`config.mk`:
```
export PLATFORM = sky130hd
export DESIGN_NAME = us_range_ctrl
export DESIGN_NICKNAME = d
export VERILOG_FILES = /design/src/rtl/us_range_pkg.sv /design/src/rtl/us_range_avg4.sv /design/src/rtl/us_range_ctrl.sv
export SDC_FILE = /design/constraint.sdc
export NUM_CORES = 1
export LEC_CHECK = 0
export ABC_AREA = 1
export BUFFER_PORTS_ARGS = -buffer_cell sky130_fd_sc_hd__buf_2
export CAP_MARGIN = 40
export CORE_ASPECT_RATIO = 0.7
export CORE_UTILIZATION = 40
export DETAILED_ROUTE_END_ITERATION = 12
export SLEW_MARGIN = 20
export SYNTH_ARGS = -nofsm -noshare
export SYNTH_HDL_FRONTEND = slang
export SYNTH_SLANG_ARGS = --single-unit
```
`constraint.sdc`:
```
create_clock -name clk -period 5.9 [get_ports clk]
set_input_delay 1.77 -clock clk [delete_from_list [all_inputs] [get_ports clk]]
set_output_delay 1.77 -clock clk [all_outputs]
set_load 0.1 [all_outputs]
```
`src/rtl/us_range_pkg.sv`:
```
// us_range_pkg: shared state encoding, widths and cycle-count helpers for the ultrasonic ranger
package us_range_pkg;
  typedef enum logic [2:0] {IDLE, TRIG, WAIT_RISE, MEASURE, HOLDOFF} state_t;
  localparam int DIS_W = 9;
  function automatic int us_cyc(input longint us, input longint clk_hz);
    return int'(us * clk_hz / 64'd1_000_000);
  endfunction
  localparam int TRIG_CYC = us_cyc(10, 50_000_000);
  localparam int CM_CYC = us_cyc(58, 50_000_000);
  localparam int TIMEOUT_CYC = us_cyc(25_000, 50_000_000);
  localparam int PERIOD_CYC = us_cyc(60_000, 50_000_000);
endpackage

```
`src/rtl/us_range_avg4.sv`:
```
// us_range_avg4: 4-sample moving average of good distances; first sample primes the whole history
module us_range_avg4 import us_range_pkg::*; (
  input  logic             clk,
  input  logic             rst_n,
  input  logic             load,
  input  logic [DIS_W-1:0] sample,
  output logic [DIS_W-1:0] avg
);
  logic [DIS_W-1:0] h0, h1, h2;
  logic primed;
  logic [DIS_W+1:0] sum;
  // average includes the incoming sample so the result is ready in the same cycle it is loaded
  always_comb begin
    sum = primed ? 11'(sample) + 11'(h0) + 11'(h1) + 11'(h2) : {sample, 2'b00};
    avg = sum[DIS_W+1:2];
  end
  // shift history on each good result; the first one fills every slot
  always_ff @(posedge clk or negedge rst_n)
    if (!rst_n) begin
      h0 <= '0;
      h1 <= '0;
      h2 <= '0;
      primed <= 1'b0;
    end else if (load) begin
      h0 <= sample;
      h1 <= primed ? h0 : sample;
      h2 <= primed ? h1 : sample;
      primed <= 1'b1;
    end
endmodule

```
`src/rtl/us_range_ctrl.sv`:
```
// us_range_ctrl: HC-SR04 trigger/echo timer producing whole-cm distance; define US_RANGE_AVG_EN for 4-sample averaging
module us_range_ctrl import us_range_pkg::*; #(
  parameter int CLK_HZ = 50_000_000,
  parameter int TRIG_US = 10,
  parameter int PERIOD_MS = 60,
  parameter int TIMEOUT_US = 25000,
  parameter int MAX_CM = 400
) (
  input  logic             clk,
  input  logic             rst_n,
  input  logic             en,
  input  logic             echo,
  output logic             trig,
  output logic [DIS_W-1:0] dis,
  output logic             dis_valid,
  output logic             timeout
);
  localparam logic [31:0] TRIG_N = 32'(us_cyc(TRIG_US, CLK_HZ));
  localparam logic [31:0] CM_N = 32'(us_cyc(58, CLK_HZ));
  localparam logic [31:0] TO_N = 32'(us_cyc(TIMEOUT_US, CLK_HZ));
  localparam logic [31:0] PER_N = 32'(us_cyc(longint'(PERIOD_MS) * 1000, CLK_HZ));
  localparam logic [DIS_W-1:0] MAX_V = DIS_W'(MAX_CM);
  state_t state;
  logic [2:0] sync;
  logic rise, fall;
  logic [31:0] cnt, presc, period_cnt;
  logic [DIS_W-1:0] cm_cnt, raw, new_dis;
  logic good, wrap;
  assign raw = cm_cnt > MAX_V ? MAX_V : cm_cnt;
  assign good = state == MEASURE && fall;
  assign wrap = presc == CM_N - 1;
`ifdef US_RANGE_AVG_EN
  us_range_avg4 u_avg (.clk(clk), .rst_n(rst_n), .load(good), .sample(raw), .avg(new_dis));
`else
  assign new_dis = raw;
`endif
  // two-flop synchroniser followed by registered rise/fall detection
  always_ff @(posedge clk or negedge rst_n)
    if (!rst_n) begin
      sync <= '0;
      rise <= 1'b0;
      fall <= 1'b0;
    end else begin
      sync <= {sync[1:0], echo};
      rise <= sync[1] & ~sync[2];
      fall <= ~sync[1] & sync[2];
    end
  // measurement sequencer; cnt is the per-state timer and, in MEASURE, the echo-high cycle count
  always_ff @(posedge clk or negedge rst_n)
    if (!rst_n) begin
      state <= IDLE;
      trig <= 1'b0;
      dis <= '0;
      dis_valid <= 1'b0;
      timeout <= 1'b0;
      cnt <= '0;
      presc <= '0;
      period_cnt <= '0;
      cm_cnt <= '0;
    end else begin
      dis_valid <= 1'b0;
      period_cnt <= state == IDLE ? '0 : period_cnt + 1;
      case (state)
        IDLE: if (en) begin
          state <= TRIG;
          trig <= 1'b1;
          cnt <= '0;
        end
        TRIG: if (cnt == TRIG_N - 1) begin
          state <= WAIT_RISE;
          trig <= 1'b0;
          cnt <= '0;
        end else cnt <= cnt + 1;
        WAIT_RISE: if (rise) begin
          state <= MEASURE;
          cnt <= 32'd1;
          presc <= 32'd1;
          cm_cnt <= '0;
        end else if (cnt == TO_N - 1) begin
          state <= HOLDOFF;
          timeout <= 1'b1;
        end else cnt <= cnt + 1;
        MEASURE: if (fall) begin
          state <= HOLDOFF;
          dis <= new_dis;
          dis_valid <= 1'b1;
          timeout <= 1'b0;
        end else if (cnt == TO_N) begin
          state <= HOLDOFF;
          timeout <= 1'b1;
        end else begin
          cnt <= cnt + 1;
          presc <= wrap ? '0 : presc + 1;
          cm_cnt <= cm_cnt + DIS_W'(wrap && !(&cm_cnt));
        end
        HOLDOFF: if (period_cnt >= PER_N - 2) state <= IDLE;
        default: state <= IDLE;
      endcase
    end
endmodule

```
==> results of run 1 <==
-- cell usage after synthesis (2+ instances only) --
library cell | number | area (µm²)
o21ai_1 | 24 | 120.1
nand2_2 | 3 | 18.77
nor2_1 | 177 | 664.4
buf_4 | 3 | 22.52
nor2_2 | 10 | 62.56
nand3b_1 | 2 | 15.01
o31ai_1 | 7 | 52.55
o21a_1 | 2 | 15.01
nor4_1 | 8 | 50.05
nand4_1 | 64 | 400.4
nand3_1 | 128 | 640.6
nand3_2 | 5 | 50.05
dfrtp_1 | 125 | 3128
clkbuf_1 | 14 | 52.55
nand2_4 | 2 | 22.52
o21ai_0 | 44 | 220.2
o211ai_1 | 11 | 82.58
inv_2 | 9 | 33.78
nor3_1 | 36 | 180.2
o21bai_1 | 3 | 22.52
ha_1 | 7 | 87.58
buf_2 | 15 | 75.07
a31oi_1 | 2 | 12.51
inv_1 | 121 | 454.2
nand2_1 | 373 | 1400
buf_6 | 2 | 22.52
buf_1 | 3 | 11.26
o21ai_2 | 5 | 43.79
xnor2_1 | 2 | 17.52
nor3_2 | 3 | 30.03
xor2_1 | 22 | 192.7
a21oi_1 | 27 | 135.1
-- power groups by stage --
stage | registers [mW] | logic (mW) | clock network [mW]
after floorplan | 0.979 | 0.482 | 0
after global placement | 0.988 | 0.647 | 0
after detailed placement | 0.989 | 0.647 | 0
after CTS | 0.974 | 0.650 | 1.00
after global routing | 0.983 | 0.729 | 1.04
final | 0.976 | 0.649 | 0.996
-- state kept, by name, indices dropped and copies added, names as in the netlist --
signal and cells:
cm_cnt 9, cnt 32, dis 9, dis_valid 1, fall 1, period_cnt 32, presc 32, rise 1
state 3, sync 3, timeout 1, trig 1
-- worst min path at each step --
| stage | startpoint | endpoint | slack [ps] | cells past startpoint |
|---|---|---|---|---|
| final | sync[0]$_DFF_PN0_ | sync[1]$_DFF_PN0_ | 360 | 0 |
| after global placement | sync[0]$_DFF_PN0_ | sync[1]$_DFF_PN0_ | 350 | 0 |
| after global routing | sync[0]$_DFF_PN0_ | sync[1]$_DFF_PN0_ | 380 | 0 |
| after floorplan | sync[0]$_DFF_PN0_ | sync[1]$_DFF_PN0_ | 330 | 0 |
| after detailed placement | sync[0]$_DFF_PN0_ | sync[1]$_DFF_PN0_ | 350 | 0 |
| after CTS | sync[0]$_DFF_PN0_ | sync[1]$_DFF_PN0_ | 370 | 0 |
-- cells by family (layout without fill, tap and decap cells) --
| kind of cell | count (synthesis) | count (layout) | share of synthesized area [%] |
|---|---|---|---|
| and+or+nand+nor | 813 | 813 | 42.24 |
| buffers and inverters | 169 | 185 | 8.105 |
| AOI/OAI and AO/OA | 130 | 130 | 8.865 |
| DFF | 125 | 125 | 37.25 |
| xor gates and xnor gates | 24 | 24 | 2.503 |
| adders and majority gates | 7 | 7 | 1.043 |
-- per-stage QoR --
stage	area (µm²)	hold WS (ps)
final	9245	363.6
after CTS	9245	365.3
after global routing	9245	375.3
after global placement	8676	349.1
after floorplan	8398	331.2
after detailed placement	8703	350.5
-- final cells by class --
type                    instances  area, µm²
flip-flops and latches        125       3128
clock buffers                  19      432.9
fillers                      2116      10930
repair buffers                 21      146.4
well taps                     270      337.8
multi-input cells             974       4594
clock inverters                13      108.9
inverters                     132      496.7
-- layer usage --
metal / track usage [%] / wire, µm
met1: 37.63 / 12970
met2: 31.03 / 8731
met3: 5.351 / 1624
met4: 5.435 / 226
met5: 0 / 0
==> flow_metrics.py, run 1 <==
metrics = {
    "run_status": {
        "status": "complete, no violations",
    },
    "pwr": {
        "p_clk_share_pct": 38.0,
        "cellPowerDensity_nw_per_um2": 283.5,
        "power.switching_mw": 1.039,
        "total_power_mw": 2.621,
        "swShare_pct": 39.64,
        "combinationalPowerShare_pct": 24.8,
        "power.internal_mw": 1.582,
        "seqPwrFrac_pct": 37.3,
        "ir_drop_mv": 0.1858,
        "cellLeakagePower_nw": 4.079,
    },
    "logic_synthesis": {
        "ys.warnings.count": 0,
        "ys_seq_area_share_pct": 37.25,
        "avgSynthCellArea_um2": 6.623,
        "synth_top_flop_cell": "dfrtp_1",
        "ys_ff_latch": 125,
        "async_flop_share_pct": 100.0,
        "synthesis.nets": 1279,
        "synth-edff-count": 0,
        "netlist_area_um2": 8398,
        "synth_cells": 1268,
        "yosysUniqueCellTypes": 41,
    },
    "detailed_routing": {
        "drt-total-wl_um": 23560,
        "avgViaCountPerCell": 5.326,
        "wl_per_cell_um": 15.16,
        "antenna_left": 0,
        "vias": 8276,
        "drt_iter0_drc": 974,
        "drtPass1Iterations": 6,
        "drcViolationCount": 0,
    },
    "floorplan": {
        "die_width_um": 175.2,
        "rows": 43,
        "coreArea_um2": 20180,
        "die_area_um2": 21590,
        "fp.dieH_um": 123.2,
        "initial_core_util_pct": 41.62,
        "io-pin-count": 16,
    },
    "finish": {
        "diodes": 0,
        "nNetsFinal": 1282,
        "area_growth_pct": 10.09,
        "drive_gt1_share_pct": 7.165,
        "final_common_cell": "nand2_1",
        "final_util_pct": 45.82,
        "instances_no_fill": 1554,
        "final_cell_mix": "373 x nand2_1, 177 x nor2_1, 128 x nand3_1",
    },
    "critical_path": {
        "slowest_delay_ps": 580,
        "rr_worst_depth": 7,
        "worstSetupPathDepth": 7,
        "reg2reg_to": "presc[1]$_DFFE_PN0P_",
        "arrival_ps": 3560,
        "crit_path_end": "presc[1]$_DFFE_PN0P_",
        "worst_setup_path_end_kind": "flip-flop",
        "r2r_slack_ps": 2690,
        "rr_startpoint": "state[2]$_DFFE_PN0P_",
        "cp-start-kind": "flip-flop",
        "crit_start": "state[2]$_DFFE_PN0P_",
        "crit_family": "simple AND/OR/NAND/NOR gates",
        "crit_slowest_cell": "nand2_4",
        "worst-path-max-fanout": 60,
        "crit_chain": "nor2_2 > nand2_1 > inv_2 > nand2_1 > nand2_4 > clkinv_2 > o21ai_0",
        "cp.buffers_inverters": 2,
        "worstSetupPathType": "flip-flop to flip-flop",
        "crit_path_frequent_cell": "nand2_1",
        "critical_path_required_ps": 6240,
    },
    "clock_network": {
        "cts.sinks": 125,
        "cts_root_buffer": "clkbuf_16",
        "cts_tree": "yes",
        "numCtsBuffers": 17,
        "max-clock-path-buffers": 2,
        "cts.clk_slew.worst_paths_ps": 60,
        "insertion_delay_ps": 440,
        "ctsHoldBuffers": 0,
        "post_cts_resized": 0,
        "cts_setup_buffers": 0,
        "cts-htree-levels": 4,
    },
    "placed_design": {
        "placed_cells": 1522,
        "gp_routability_congestion": 0.9754,
        "numPortBuffers": 15,
        "preCtsSetupSlack_ps": 2365,
        "dpl.hpwl_um": 17080,
    },
    "timing": {
        "setup_viol": 0,
        "tns_ps": 0,
        "rsz0062_at_grt": "false",
        "fin_crit_sh_pct": 54.44,
        "fin_ws_ps": 2688,
        "period_minus_slack_ps": 3212,
        "finClkSkew_ps": 11.24,
        "slew_headroom_pct": 48.80,
        "tightest_slew_ps": 767.1,
        "maxSlewViolCount": 0,
        "hold_violations": 0,
        "max_freq_mhz": 311.3,
    },
    "worst_hold_path": {
        "hp-class": "flip-flop to flip-flop",
    },
    "grt": {
        "grt_pass1_vias": 7495,
        "grt_overflow": 0,
        "grt_usage_pct": 23.54,
        "antenna_found_initial": 0,
        "grt_start_max_net_pins": 61,
        "grt_pass1_wl_um": 39720,
    },
    "job": {
        "drv_cap": 0,
    },
}
(Power assumes the default switching activity.)
==> inputs of run 2 (changes only) <==
--- a/config.mk
+++ b/config.mk
@@ -5,7 +5,7 @@
 export SDC_FILE = /design/constraint.sdc
 export NUM_CORES = 1
 export LEC_CHECK = 0
-export ABC_AREA = 1
+export ABC_AREA = 0
 export BUFFER_PORTS_ARGS = -buffer_cell sky130_fd_sc_hd__buf_2
 export CAP_MARGIN = 40
 export CORE_ASPECT_RATIO = 0.7
==> constraint.sdc (replaced) <==
create_clock -name clk -period 3 [get_ports clk]
set_input_delay 0.9 -clock clk [delete_from_list [all_inputs] [get_ports clk]]
set_output_delay 0.9 -clock clk [all_outputs]
set_load 0.1 [all_outputs]
==> flow_metrics.py, run 2 <==
metrics = {
    "run_status": {
        "status": "complete, no violations",
    },
    "logic_synthesis": {
        "ys_seq_area_share_pct": 46.39,
        "ys.warnings.count": 0,
        "yosysTopAreaCell": "dfrtp_1",
        "yosysUniqueCellTypes": 59,
        "synth_cells": 734,
        "netlist_area_um2": 6743,
        "synth.most_common_cell": "dfrtp_1",
        "async_flop_share_pct": 100.0,
        "ys_top_cells_by_area": "dfrtp_1 46%, nor2_1 5.4%, xnor2_1 4.7%",
        "synth_top_flop_cell": "dfrtp_1",
        "yosys-top-cells-count": "125 x dfrtp_1, 97 x nor2_1, 68 x nand2_1",
        "synth-edff-count": 0,
        "synthesis.nets": 745,
        "synth.top_cell.area_share_pct": 46.39,
        "avgSynthCellArea_um2": 9.186,
        "ys_ff_latch": 125,
    },
    "placed_design": {
        "dpl_cell_area_um2": 7109,
        "numPortBuffers": 15,
        "placed_cells": 956,
        "dpl.hpwl_um": 11140,
        "gp_routability_congestion": 0.9296,
    },
    "critical_path": {
        "crit_chain": "nand4_1 > or4b_4 > or3_4 > o21ai_2 > nand2b_1 > o311ai_0",
        "worst_setup_path_end_kind": "flip-flop",
        "rr_worst_depth": 6,
        "slowest_delay_ps": 530,
        "worst-path-max-fanout": 11,
        "crit_family": "simple AND/OR/NAND/NOR gates",
        "crit_start": "cnt[9]$_DFFE_PN0P_",
        "rr_startpoint": "cnt[9]$_DFFE_PN0P_",
        "crit_slowest_cell": "or4b_4",
        "cp-start-kind": "flip-flop",
        "reg2reg_to": "cnt[4]$_DFFE_PN0P_",
        "r2r_slack_ps": 340,
        "worstSetupPathType": "flip-flop to flip-flop",
        "critical_path_required_ps": 3260,
        "arrival_ps": 2920,
        "cp.buffers_inverters": 0,
    },
    "finish": {
        "seq_area_um2": 3128,
        "final_cell_mix": "125 x dfrtp_1, 97 x nor2_1, 68 x nand2_1",
        "instances_no_fill": 988,
        "final_common_cell": "dfrtp_1",
        "stdcell_area_um2": 7709,
        "multi_input_area_um2": 3411,
        "area_growth_pct": 14.33,
        "nNetsFinal": 761,
        "reg.largest.list": "cnt x32, period_cnt x32, presc x32",
        "drive_gt1_share_pct": 9.961,
        "diodes": 0,
        "fillerInstances": 1582,
    },
    "timing": {
        "fin_crit_sh_pct": 88.71,
        "tightest_slew_ps": 665.5,
        "rsz0062_at_grt": "false",
        "tns_ps": 0,
        "setup_viol": 0,
        "period_minus_slack_ps": 2661,
        "hold_violations": 0,
        "finClkSkew_ps": 7.365,
        "maxSlewViolCount": 0,
        "slew_headroom_pct": 55.33,
        "max_freq_mhz": 375.8,
    },
    "worst_hold_path": {
        "whs_endpoint": "sync[1]$_DFF_PN0_",
        "hp-start": "sync[0]$_DFF_PN0_",
        "holdPathStages": 0,
        "hp-class": "flip-flop to flip-flop",
    },
    "clock_network": {
        "cts_root_buffer": "clkbuf_16",
        "numCtsBuffers": 17,
        "insertion_delay_ps": 420,
        "cts.clk_slew.worst_paths_ps": 60,
        "cts_tree": "yes",
        "max-clock-path-buffers": 2,
        "cts.sinks": 125,
        "cts_setup_buffers": 0,
        "cts-htree-levels": 4,
        "post_cts_resized": 0,
        "ctsHoldBuffers": 0,
    },
    "floorplan": {
        "die_area_um2": 17390,
        "initial_core_util_pct": 41.12,
        "rows": 39,
        "die_width_um": 157.2,
        "io-pin-count": 16,
        "coreArea_um2": 16400,
        "fp.dieH_um": 110.6,
    },
    "grt": {
        "grt_overflow": 0,
        "grt-busiest-layer": "met1",
        "grt_use_met2_pct": 28.50,
        "grt_usage_pct": 19.78,
        "grt_pass1_wl_um": 27210,
        "antenna_found_initial": 0,
        "grt_pass1_vias": 5486,
        "grt_start_max_net_pins": 46,
        "use_met1_pct": 28.84,
        "gr-usage-met3_pct": 4.553,
    },
    "detailed_routing": {
        "wl_per_cell_um": 16.05,
        "drtPass1Iterations": 5,
        "vias": 5603,
        "antenna_left": 0,
        "drcViolationCount": 0,
        "drt-total-wl_um": 15860,
        "avgViaCountPerCell": 5.671,
        "drt_iter0_drc": 392,
    },
    "pwr": {
        "total_power_mw": 3.825,
        "ir_drop_mv": 0.3138,
        "cellLeakagePower_nw": 3.302,
        "cellPowerDensity_nw_per_um2": 496.2,
    },
    "job": {
        "drv_cap": 0,
    },
}
## run 2: changes by cell type in the layout (fill, tap and decap cells not counted), moves of 13 or more
cell,previous run,this run
nor4_1,8,28
o21ai_0,44,24
and4_1,0,13
xnor2_1,2,36
a22o_1,0,13
nand2_1,373,68
and3_1,0,20
nand4_1,64,28
o21ai_1,24,1
nor2_1,177,97
inv_1,120,17
nand3_1,128,38
## run 2: worst max path at each step
| stage | to | slack [ps] | cells after the start |
|---|---|---|---|
| 2_1_floorplan | cnt[13]$_DFFE_PN0P_ | 720 | 8 |
| 3_3_place_gp | presc[4]$_DFFE_PN0P_ | 480 | 7 |
| 3_5_place_dp | cnt[4]$_DFFE_PN0P_ | 340 | 7 |
| 4_1_cts | cnt[6]$_DFFE_PN0P_ | 380 | 6 |
| 5_1_grt | cnt[4]$_DFFE_PN0P_ | 190 | 6 |
| 6_report | cnt[4]$_DFFE_PN0P_ | 340 | 6 |
## run 2: power breakdown
group	internal [mW]	leakage [nW]	switching [mW]
Sequential	1.69	1.65	0.00338
Combinational	0.00818	1.37	0.0353
Clock	1.31	0.282	0.782
Total	3.00	3.30	0.821
## run 2: cell families (layout without fill, tap and decap cells)
| logic type | after synthesis | in the layout | synth area share, % |
|---|---|---|---|
| buf+inv | 50 | 79 | 3.192 |
| compound gates | 114 | 114 | 12.01 |
| mux | 3 | 3 | 0.5010 |
| fa+ha+maj | 7 | 7 | 1.299 |
| simple gates | 373 | 373 | 28.56 |
| flops | 125 | 125 | 46.39 |
| xor+xnor | 62 | 62 | 8.053 |
## run 2: per-stage QoR
step	setup WS (ps)	hold WS [ps]	utilization [%]
after floorplan	716.9	331.2	-
after global placement	477.1	366.2	43.33
after detailed placement	343.2	365.7	43.36
after CTS	381.9	379.2	47.02
after global routing	186.9	400.3	47.02
final	338.7	374.3	47.02
## run 2: per-layer routing
| layer | wire length, µm | vias up |
|---|---|---|
| li1 | - | 2701 |
| met1 | 8109 | 2748 |
| met2 | 6790 | 140 |
| met3 | 803 | 14 |
| met4 | 154 | 0 |
| met5 | 0 | - |
## run 2: worst register-to-register path: stages (launching register included)
cell,delay (ps)
dfrtp_1,470
nand4_1,120
or4b_4,530
or3_4,390
o21ai_2,420
nand2b_1,390
o311ai_0,190
## run 2: final cells by class
cell class	instances	share of cell area [%]
timing repair buffer	30	2.922
clock buffer	18	5.567
sequential	125	40.58
multi-input combinational	559	44.25
inverter	17	0.8278
tap	225	3.652
clock inverter	14	2.207
==> inputs of run 3 (changes only) <==
--- a/config.mk
+++ b/config.mk
@@ -9,6 +9,7 @@
 export BUFFER_PORTS_ARGS = -buffer_cell sky130_fd_sc_hd__buf_2
 export CAP_MARGIN = 40
 export CORE_ASPECT_RATIO = 0.7
+export CORE_MARGIN = 8
 export CORE_UTILIZATION = 40
 export DETAILED_ROUTE_END_ITERATION = 12
 export SLEW_MARGIN = 20
==> flow_metrics.py, run 3 (same netlist as run 2, synthesis figures left out) <==
metrics = {
    "critical_path": {
        "worst_setup_path_end_kind": "flip-flop",
        "cp-start-kind": "flip-flop",
        "crit_slowest_cell": "dfrtp_1",
        "arrival_ps": 2940,
        "critical_path_required_ps": 3290,
        "slowest_delay_ps": 430,
        "r2r_slack_ps": 350,
        "worst-path-max-fanout": 13,
        "crit_chain": "ha_1 > nor4b_1 > and4_1 > a41oi_1 > o21ba_2 > nand2b_1 > o311ai_0",
        "worstSetupPathType": "flip-flop to flip-flop",
    },
    "timing": {
        "tightest_slew_ps": 704.5,
        "tns_ps": 0,
        "period_minus_slack_ps": 2648,
        "finClkSkew_ps": 8.676,
        "setup_viol": 0,
        "max_freq_mhz": 377.6,
        "maxSlewViolCount": 0,
        "slew_headroom_pct": 52.60,
        "rsz0062_at_grt": "false",
        "fin_crit_sh_pct": 88.28,
        "hold_violations": 0,
    },
    "clock_network": {
        "insertion_delay_ps": 420,
        "cts_tree": "yes",
        "numCtsBuffers": 17,
        "cts_root_buffer": "clkbuf_16",
        "cts-htree-levels": 4,
        "cts_setup_buffers": 0,
        "ctsHoldBuffers": 0,
        "post_cts_resized": 0,
        "cts.clk_slew.worst_paths_ps": 60,
        "cts.sinks": 125,
        "max-clock-path-buffers": 2,
    },
    "grt": {
        "grt_pass1_vias": 5251,
        "grt_usage_pct": 15.68,
        "antenna_found_initial": 0,
        "grt_overflow": 0,
        "grt_start_max_net_pins": 56,
        "grt_pass1_wl_um": 27280,
    },
    "detailed_routing": {
        "wl_met3_um": 970,
        "drtPass1Iterations": 7,
        "drt_iter0_drc": 596,
        "wl_per_cell_um": 15.97,
        "drt-total-wl_um": 15730,
        "avgViaCountPerCell": 5.663,
        "drcViolationCount": 0,
        "antenna_left": 0,
        "wl_met2_um": 6540,
        "wl_met1_um": 8052,
        "vias": 5578,
        "top_layer": "met4",
    },
    "finish": {
        "reg.largest.list": "cnt x32, period_cnt x32, presc x32",
        "instances_no_fill": 985,
        "final_common_cell": "dfrtp_1",
        "drive_gt1_share_pct": 9.737,
        "final_util_pct": 46.83,
        "nNetsFinal": 759,
        "area_growth_pct": 13.88,
        "final_cell_mix": "125 x dfrtp_1, 97 x nor2_1, 68 x nand2_1",
        "diodes": 0,
        "stdcell_area_um2": 7679,
    },
    "placed_design": {
        "placed_cells": 954,
        "dpl.hpwl_um": 11030,
        "dpl_cell_area_um2": 7094,
        "numPortBuffers": 15,
        "gp_routability_congestion": 0.8923,
    },
    "pwr": {
        "combinationalPowerShare_pct": 1.2,
        "cellPowerDensity_nw_per_um2": 489.1,
        "seqPwrFrac_pct": 45.1,
        "power.internal_mw": 2.976,
        "ir_drop_mv": 0.2803,
        "cellLeakagePower_nw": 3.298,
        "swShare_pct": 20.77,
        "p_clk_share_pct": 53.7,
        "power.switching_mw": 0.7799,
    },
    "floorplan": {
        "die_area_um2": 21330,
        "coreArea_um2": 16400,
        "fp.dieH_um": 124.6,
        "initial_core_util_pct": 41.12,
        "io-pin-count": 16,
        "rows": 39,
        "die_width_um": 171.2,
    },
    "run_status": {
        "status": "complete, no violations",
    },
    "worst_hold_path": {
        "hp-class": "flip-flop to flip-flop",
    },
    "job": {
        "drv_cap": 0,
    },
}
==> run 3: changes by cell type in the layout (fill, tap and decap cells not counted) <==
cell,before,now
buf_4,12,10
bufinv_16,3,2
clkbuf_1,1,0
clkbuf_8,0,3
clkinv_2,3,5
clkinv_4,3,2
clkinvlp_4,4,2
inv_6,1,0
==> run 3: metrics by stage <==
stage          power (mW)  hold slack (ps)  setup slack (ps)
3_5_place_dp        1.771            386.3             325.6
2_1_floorplan       1.725            331.2             716.9
6_report            3.755            393.1             351.6
5_1_grt             3.888            402.2             123.0
4_1_cts             3.814            396.0             375.8
3_3_place_gp        1.769            376.9             446.9
==> run 3: final timing paths <==
| check | start | end | cells past startpoint |
|---|---|---|---|
| worst max-delay path | cnt[0]$_DFFE_PN0P_ | cnt[4]$_DFFE_PN0P_ | 7 |
| worst min-delay path | sync[1]$_DFF_PN0_ | sync[2]$_DFF_PN0_ | 0 |
| worst max register to register | cnt[0]$_DFFE_PN0P_ | cnt[4]$_DFFE_PN0P_ | 7 |
| worst min register to register | sync[1]$_DFF_PN0_ | sync[2]$_DFF_PN0_ | 0 |
| max in group asynchronous | rst_n | cm_cnt[5]$_DFFE_PN0P_ | 2 |
| min in group asynchronous | rst_n | period_cnt[28]$_DFF_PN0_ | 1 |
==> run 3: critical path: cells and delay by family, from the launching register on <==
kind	cells	cell delay, ps
AO/OA/AOI/OAI	3	1130
AND/OR/NAND/NOR	3	700
flip-flops	1	430
adder cells (fa/ha/maj)	1	260
==> run 3: cell type report <==
cell class,instances,area [µm²]
clock inverters,11,117.6
fillers,1553,8717
well taps,225,281.5
clock buffers,20,466.7
inverters,17,63.81
multi-input cells,559,3411
flip-flops and latches,125,3128
repair buffers,28,210.2
==> run 3: power groups by stage <==
stage / clock (mW) / combinational [mW] / sequential [mW]
finish: 2.02 / 0.0433 / 1.69
CTS: 2.07 / 0.0469 / 1.69
global route: 2.14 / 0.0524 / 1.69
global placement: 0 / 0.0453 / 1.72
detailed placement: 0 / 0.0469 / 1.72
floorplan: 0 / 0.00171 / 1.72
==> run 3: per-layer routing <==
layer  vias up  track usage [%]
li1       2688                -
met1      2703            24.05
met2       171            20.95
met3        16            4.085
met4         0            4.335
met5         -                0
